**src/rtl/pc_seq_pkg.sv**
```systemverilog
// Shared encodings for the multicycle PC sequencer: FSM states, mux selects,
// ALU operations, decoded opcode/funct values and exception cause codes.
package pc_seq_pkg;

  typedef enum logic [3:0] {
    FETCH,
    DECODE,
    EXEC,
    WB,
    BRANCH,
    JUMP,
    RTE,
    EXC_SAVE,
    EXC_VEC
  } state_t;

  typedef enum logic [1:0] {
    PCS_ALU    = 2'b00,
    PCS_ALUOUT = 2'b01,
    PCS_JUMP   = 2'b10,
    PCS_EPC    = 2'b11
  } pc_src_t;

  typedef enum logic [1:0] {
    SRCB_REGB = 2'b00,
    SRCB_FOUR = 2'b01,
    SRCB_VEC  = 2'b10,
    SRCB_IMM  = 2'b11
  } srcb_t;

  typedef enum logic [1:0] {
    ALU_ADD   = 2'b00,
    ALU_SUB   = 2'b01,
    ALU_PASSB = 2'b10
  } alu_op_t;

  localparam logic [5:0] OP_RTYPE = 6'h00;
  localparam logic [5:0] OP_J     = 6'h02;
  localparam logic [5:0] OP_BEQ   = 6'h04;
  localparam logic [5:0] OP_BNE   = 6'h05;

  localparam logic [5:0] FN_ADD = 6'h20;
  localparam logic [5:0] FN_SUB = 6'h22;
  localparam logic [5:0] FN_RTE = 6'h13;

  localparam logic [1:0] CAUSE_NONE    = 2'b00;
  localparam logic [1:0] CAUSE_ILLEGAL = 2'b01;
  localparam logic [1:0] CAUSE_OVF     = 2'b10;

  function automatic alu_op_t alu_op_of_funct(input logic [5:0] fn);
    return (fn == FN_SUB) ? ALU_SUB : ALU_ADD;
  endfunction

endpackage

```
**src/rtl/pc_sequencer.sv**
```systemverilog
// Multicycle PC-update control FSM: MEM_LAT fetch cycles, then decode and 1-2 execute cycles; no handshakes.
// Optional PC_SEQ_EXC_COUNT_EN adds a saturating exception counter output exc_count.
module pc_sequencer
  import pc_seq_pkg::*;
#(
  parameter int MEM_LAT       = 2,
  parameter bit WB_EN_DEFAULT = 1'b1
) (
  input  logic       clk,
  input  logic       reset_n,
  input  logic [5:0] opcode,
  input  logic [5:0] funct,
  input  logic       zero,
  input  logic       overflow,
  output logic [1:0] pc_source,
  output logic       pc_write,
  output logic       ir_write,
  output logic       epc_write,
  output logic       reg_write,
  output logic       alu_srca,
  output logic [1:0] alu_srcb,
  output logic [1:0] alu_ctrl,
  output logic [1:0] exc_cause,
  output logic       busy
`ifdef PC_SEQ_EXC_COUNT_EN
  ,
  output logic [7:0] exc_count
`endif
);

  localparam int CNT_W = (MEM_LAT > 1) ? $clog2(MEM_LAT) : 1;
  localparam logic [CNT_W-1:0] FETCH_LAST = CNT_W'(MEM_LAT - 1);

  state_t           state, state_nxt;
  logic [CNT_W-1:0] fcnt;
  logic [1:0]       cause_q, cause_pend, cause_pend_nxt;
  logic             fetch_done;
  logic             pc_we, ir_we, epc_we, reg_we;

  assign fetch_done = (state == FETCH) && (fcnt == FETCH_LAST);

  // The cause is picked when the fault is seen and committed while EPC is written.
  always_ff @(posedge clk or negedge reset_n) begin
    if (!reset_n) begin
      state      <= FETCH;
      fcnt       <= '0;
      cause_q    <= CAUSE_NONE;
      cause_pend <= CAUSE_NONE;
    end else begin
      state      <= state_nxt;
      cause_pend <= cause_pend_nxt;
      if (state == FETCH) begin
        fcnt <= fetch_done ? '0 : fcnt + CNT_W'(1);
      end
      if (state == EXC_SAVE) begin
        cause_q <= cause_pend;
      end
    end
  end

  always_comb begin
    state_nxt      = state;
    cause_pend_nxt = cause_pend;
    pc_source      = PCS_ALU;
    pc_we          = 1'b0;
    ir_we          = 1'b0;
    epc_we         = 1'b0;
    reg_we         = 1'b0;
    alu_srca       = 1'b0;
    alu_srcb       = SRCB_FOUR;
    alu_ctrl       = ALU_ADD;
    case (state)
      FETCH: begin
        if (fetch_done) begin
          pc_we     = 1'b1;
          ir_we     = 1'b1;
          state_nxt = DECODE;
        end
      end
      DECODE: begin
        alu_srcb = SRCB_IMM;
        case (opcode)
          OP_RTYPE: begin
            if (funct == FN_ADD || funct == FN_SUB) begin
              state_nxt = EXEC;
            end else if (funct == FN_RTE) begin
              state_nxt = RTE;
            end else begin
              state_nxt      = EXC_SAVE;
              cause_pend_nxt = CAUSE_ILLEGAL;
            end
          end
          OP_BEQ, OP_BNE: state_nxt = BRANCH;
          OP_J:           state_nxt = JUMP;
          default: begin
            state_nxt      = EXC_SAVE;
            cause_pend_nxt = CAUSE_ILLEGAL;
          end
        endcase
      end
      EXEC: begin
        alu_srca = 1'b1;
        alu_srcb = SRCB_REGB;
        alu_ctrl = alu_op_of_funct(funct);
        if (overflow) begin
          state_nxt      = EXC_SAVE;
          cause_pend_nxt = CAUSE_OVF;
        end else begin
          state_nxt = WB;
        end
      end
      WB: begin
        alu_srca  = 1'b1;
        alu_srcb  = SRCB_REGB;
        alu_ctrl  = alu_op_of_funct(funct);
        reg_we    = WB_EN_DEFAULT;
        state_nxt = FETCH;
      end
      BRANCH: begin
        alu_srca  = 1'b1;
        alu_srcb  = SRCB_REGB;
        alu_ctrl  = ALU_SUB;
        pc_source = PCS_ALUOUT;
        pc_we     = (opcode == OP_BNE) ? !zero : zero;
        state_nxt = FETCH;
      end
      JUMP: begin
        pc_source = PCS_JUMP;
        pc_we     = 1'b1;
        state_nxt = FETCH;
      end
      RTE: begin
        pc_source = PCS_EPC;
        pc_we     = 1'b1;
        state_nxt = FETCH;
      end
      EXC_SAVE: begin
        alu_ctrl  = ALU_SUB;
        epc_we    = 1'b1;
        state_nxt = EXC_VEC;
      end
      EXC_VEC: begin
        alu_srcb  = SRCB_VEC;
        alu_ctrl  = ALU_PASSB;
        pc_we     = 1'b1;
        state_nxt = FETCH;
      end
      default: state_nxt = FETCH;
    endcase
  end

  // Gating with reset keeps a single-cycle fetch from writing PC/IR while held in reset.
  assign pc_write  = pc_we & reset_n;
  assign ir_write  = ir_we & reset_n;
  assign epc_write = epc_we & reset_n;
  assign reg_write = reg_we & reset_n;
  assign exc_cause = cause_q;
  assign busy      = (state != FETCH);

`ifdef PC_SEQ_EXC_COUNT_EN
  always_ff @(posedge clk or negedge reset_n) begin
    if (!reset_n) begin
      exc_count <= 8'h00;
    end else if (state_nxt == EXC_SAVE && state != EXC_SAVE && exc_count != 8'hFF) begin
      exc_count <= exc_count + 8'd1;
    end
  end
`endif

endmodule

```
**config.mk**
```make
export PLATFORM = sky130hd
export DESIGN_NAME = pc_sequencer
export DESIGN_NICKNAME = d
export VERILOG_FILES = /design/src/rtl/pc_seq_pkg.sv /design/src/rtl/pc_sequencer.sv
export SDC_FILE = /design/constraint.sdc
export NUM_CORES = 1
export LEC_CHECK = 0
export ABC_AREA = 1
export CORE_UTILIZATION = 40
export CTS_CLUSTER_DIAMETER = 40
export CTS_CLUSTER_SIZE = 8
export DETAILED_ROUTE_END_ITERATION = 8
export DONT_BUFFER_PORTS = 1
export PLACE_DENSITY_LB_ADDON = 0.2
export SLEW_MARGIN = 0
export SYNTH_ARGS = -nofsm -noshare
export SYNTH_HDL_FRONTEND = slang
export SYNTH_SLANG_ARGS = --single-unit
```
**constraint.sdc**
```tcl
create_clock -name clk -period 3.2 [get_ports clk]
set_input_delay 0.16 -clock clk [delete_from_list [all_inputs] [get_ports clk]]
set_output_delay 0.16 -clock clk [all_outputs]
set_load 0.005 [all_outputs]
```
==> flow_summary_export.csv <==
group,metric,value,unit
outcome,status,"completed",
logic_synthesis,yosys.area.top_type_share,34.2,%
clock_tree,clock_latency,0.25,ns
logic_synthesis,synthSimpleGateAreaFrac,46.8,%
worst_setup_path,path_cells,"nor2_1 > nand2_1 > nor2_1 > nor3_1 > a21oi_1",
worst_hold_path,min_from,"overflow",
power,finalPower,0.569,mW
global_routing,gr-usage-all-layers,15.9,%
sta,setup_viol,0,
clock_tree,cts-buffers-inserted,3,
logic_synthesis,synth_area_per_cell,6.21,um^2
place,dp_slack,1.85,ns
worst_setup_path,crit_path_end_kind,"output port",
sta,max-slew-margin-rel,72.2,%
logic_synthesis,yosysMostFrequentCell,"nand2_1",
place,placed_area,678,um^2
detailed_routing,drtIter0Drc,9,
worst_hold_path,hp-class,"primary input to register",
sta,hold_viol,0,
sta,hold-worst-slack,0.0715,ns
logic_synthesis,synthCells,106,
power,swShare,46.3,%
logic_synthesis,synth_fa_ha_area_share,0,%
floorplanning,row_count,14,
floorplanning,fp.coreArea,1520,um^2
place,dp_hpwl,1.10,mm
detailed_routing,totalWireLength,1.28,mm
worst_setup_path,arrival,1.45,ns
logic_synthesis,synth_edf_count,0,
place,portBuffers,0,
worst_setup_path,worstSetupPathType,"register to output port",
power,internal_power,0.305,mW
logic_synthesis,synthXorXnorAreaFrac,1.33,%
global_routing,grt-ovfl-total,0,
clock_tree,cts_tree,"done",
finish,design_area,714,um^2
finish,nets,128,
sta,rsz0062_at_grt,"no",
logic_synthesis,synth_cell_types,18,
logic_synthesis,ys_ff_latch,9,
floorplanning,die_h,42.6,um
sta,finalSetupTns,0,ns
clock_tree,htree_levels,1,
logic_synthesis,yosys-top-cells-area,"dfrtp_1, nand2_1, nor2_1",
global_routing,antenna_found_initial,0,
power,power.density,797,nW/um^2
floorplanning,die_width,42.6,um
worst_setup_path,crit_fanout,6,
sta,post-route-period-util,50.2,%
detailed_routing,drtAntennaViolNets,0,
place,dp.cells,122,
logic_synthesis,ys_seq_area_share,34.2,%
worst_setup_path,slowest_stage,"dfrtp_1",
finish,finalNonFillerCells,127,
finish,final_core_utilization,46.9,%
sta,fmax,622,MHz
power,p_clk_share,14.9,%
worst_setup_path,cp_top_family,"simple AND/OR/NAND/NOR gates",
logic_synthesis,async_flop_share,100,%
worst_setup_path,worstPathRequired,3.04,ns
worst_setup_path,crit_top_cell,"nor2_1",
sta,post-route-min-period,1.61,ns
detailed_routing,wl_per_cell,10.1,um
logic_synthesis,synthMuxAreaShare,0,%
detailed_routing,drcViolationCount,0,
global_routing,grt_pass1_vias,559,
floorplanning,start_util,43.2,%
clock_tree,ctsResizeCount,0,
finish,area_growth,8.56,%
detailed_routing,drt_pass1_iterations,4,
sta,finClkSkew,0.00143,ns
logic_synthesis,syn-cell-area,658,um^2
global_routing,grt_pass1_wl,2.18,mm
finish,fillCellCount,168,
sta,drv_slew,0,
clock_tree,clk_transition_reported_paths,0.06,ns
finish,drive_above_1_share,9.91,%
clock_tree,clock_path_buffers,2,
place,globalplace.congestion,0.799,
power,p_leak,0.382,nW
logic_synthesis,synth_area_leader_cell,"dfrtp_1",
job,max_cap_violations,0,
power,pwr-share-comb,47.9,%
logic_synthesis,synth_top_family_by_area,"simple AND/OR/NAND/NOR gates",
logic_synthesis,syn-num-nets,122,
worst_setup_path,startpoint,"state[0]$_DFFE_PN0P_",
clock_tree,cts.sinks,9,
logic_synthesis,yosys_most_used_dff,"dfrtp_1",
worst_setup_path,cpPeakStageDelay,0.45,ns
worst_setup_path,path_buf_inv,0,
finish,diodes,0,
logic_synthesis,yosysWarnings,0,
clock_tree,cts_root_buf,"clkbuf_4",
detailed_routing,viasPerCell,4.98,
power,power_frac_seq,37.2,%
worst_setup_path,worst_setup_path_start_kind,"register",
global_routing,grt_max_degree,10,
power,switchingPower,0.264,mW
sta,postLayoutSetupSlackWorst,1.59,ns
power,ir_drop,0.000253,V
logic_synthesis,synth_compound_area_share,6.84,%
worst_setup_path,r2r-start,"state[3]$_DFFE_PN0P_",
sta,worst_pin_slew,0.415,ns
floorplanning,io_pins,30,
logic_synthesis,netlist_top_cells_count,"nand2_1, nor2_1, inv_1",
detailed_routing,dr_total_vias,632,
floorplanning,die_area,1810,um^2
## what timing repair did
action | in CTS | in global routing
hold endpoints to repair | 9 | 0
setup buffers | 0 | 0
hold buffers | 1 | 0
## cell usage in the layout (no fill, tap or decap), drive strengths merged
cell and n:
nand2 32, nor2 24, inv 18, dfrtp 9, nand3 9, nor3 4, o21ai 4, clkbuf 4
a21oi 2, o31ai 1, o21bai 1, clkinv 1, xor2 1, dlygate4sd3 1
## kinds of logic after synthesis
family / count (synthesis)
flip-flops: 9
XOR/XNOR: 1
buffers and inverters: 19
AO/OA/AOI/OAI: 8
AND/OR/NAND/NOR: 69
## power by group through the flow
| stage | Clock (mW) | Sequential (mW) | Combinational, mW |
|---|---|---|---|
| 2_1_floorplan | 0 | 0.205 | 0.229 |
| 3_3_place_gp | 0 | 0.215 | 0.268 |
| 3_5_place_dp | 0 | 0.214 | 0.271 |
| 4_1_cts | 0.0881 | 0.212 | 0.277 |
| 5_1_grt | 0.0987 | 0.219 | 0.318 |
| 6_report | 0.0850 | 0.212 | 0.272 |
## sequential cells by signal, indices dropped and copies added, names as in the netlist
| signal | count |
|---|---|
| cause_pend | 2 |
| exc_cause | 2 |
| state | 4 |
| fcnt | 1 |
## layer usage
layer  wire, um  vias up  part of all wire, %  global-route usage [%]
li1           -      338                    -                       -
met1        646      274                   50                    22.1
met2        589       20                   46                    23.7
met3         48        0                  3.7                    3.02
met4          0        0                    0                    7.50
met5          0        -                    0                       0
## worst register-to-register path, cell delays in order (launching register included)
cell,delay (ns)
dfrtp_1,0.43
nor2_4,0.18
inv_2,0.05
nor3_2,0.15
nand2_1,0.11
nand2_1,0.08
nand2_1,0.07
nand2_1,0.06
nand2_1,0.04
## path summary, 6_finish.rpt
check | depth (start not counted) | slack, ns | end
hold reg to reg | 2 | 0.47 | cause_pend[1]$_DFFE_PN0P_
max in group asynchronous | 1 | 2.64 | exc_cause[0]$_DFFE_PN0N_
setup / recovery | 5 | 1.59 | pc_write
setup reg to reg | 8 | 1.93 | cause_pend[0]$_DFFE_PN0P_
min in group asynchronous | 1 | 0.27 | state[0]$_DFFE_PN0P_
hold / removal | 2 | 0.07 | cause_pend[1]$_DFFE_PN0P_
## layout make-up
cell class,count,area [um^2],share of cell area (%)
Multi-Input combinational cell,78,362,50.6
Clock buffer,4,26.3,3.68
Tap cell,16,20.0,2.80
Inverter,19,71.3,9.98
Sequential cell,9,225,31.5
Timing Repair Buffer,1,10.0,1.40
No activity file was read; power rests on OpenSTA's default activity.
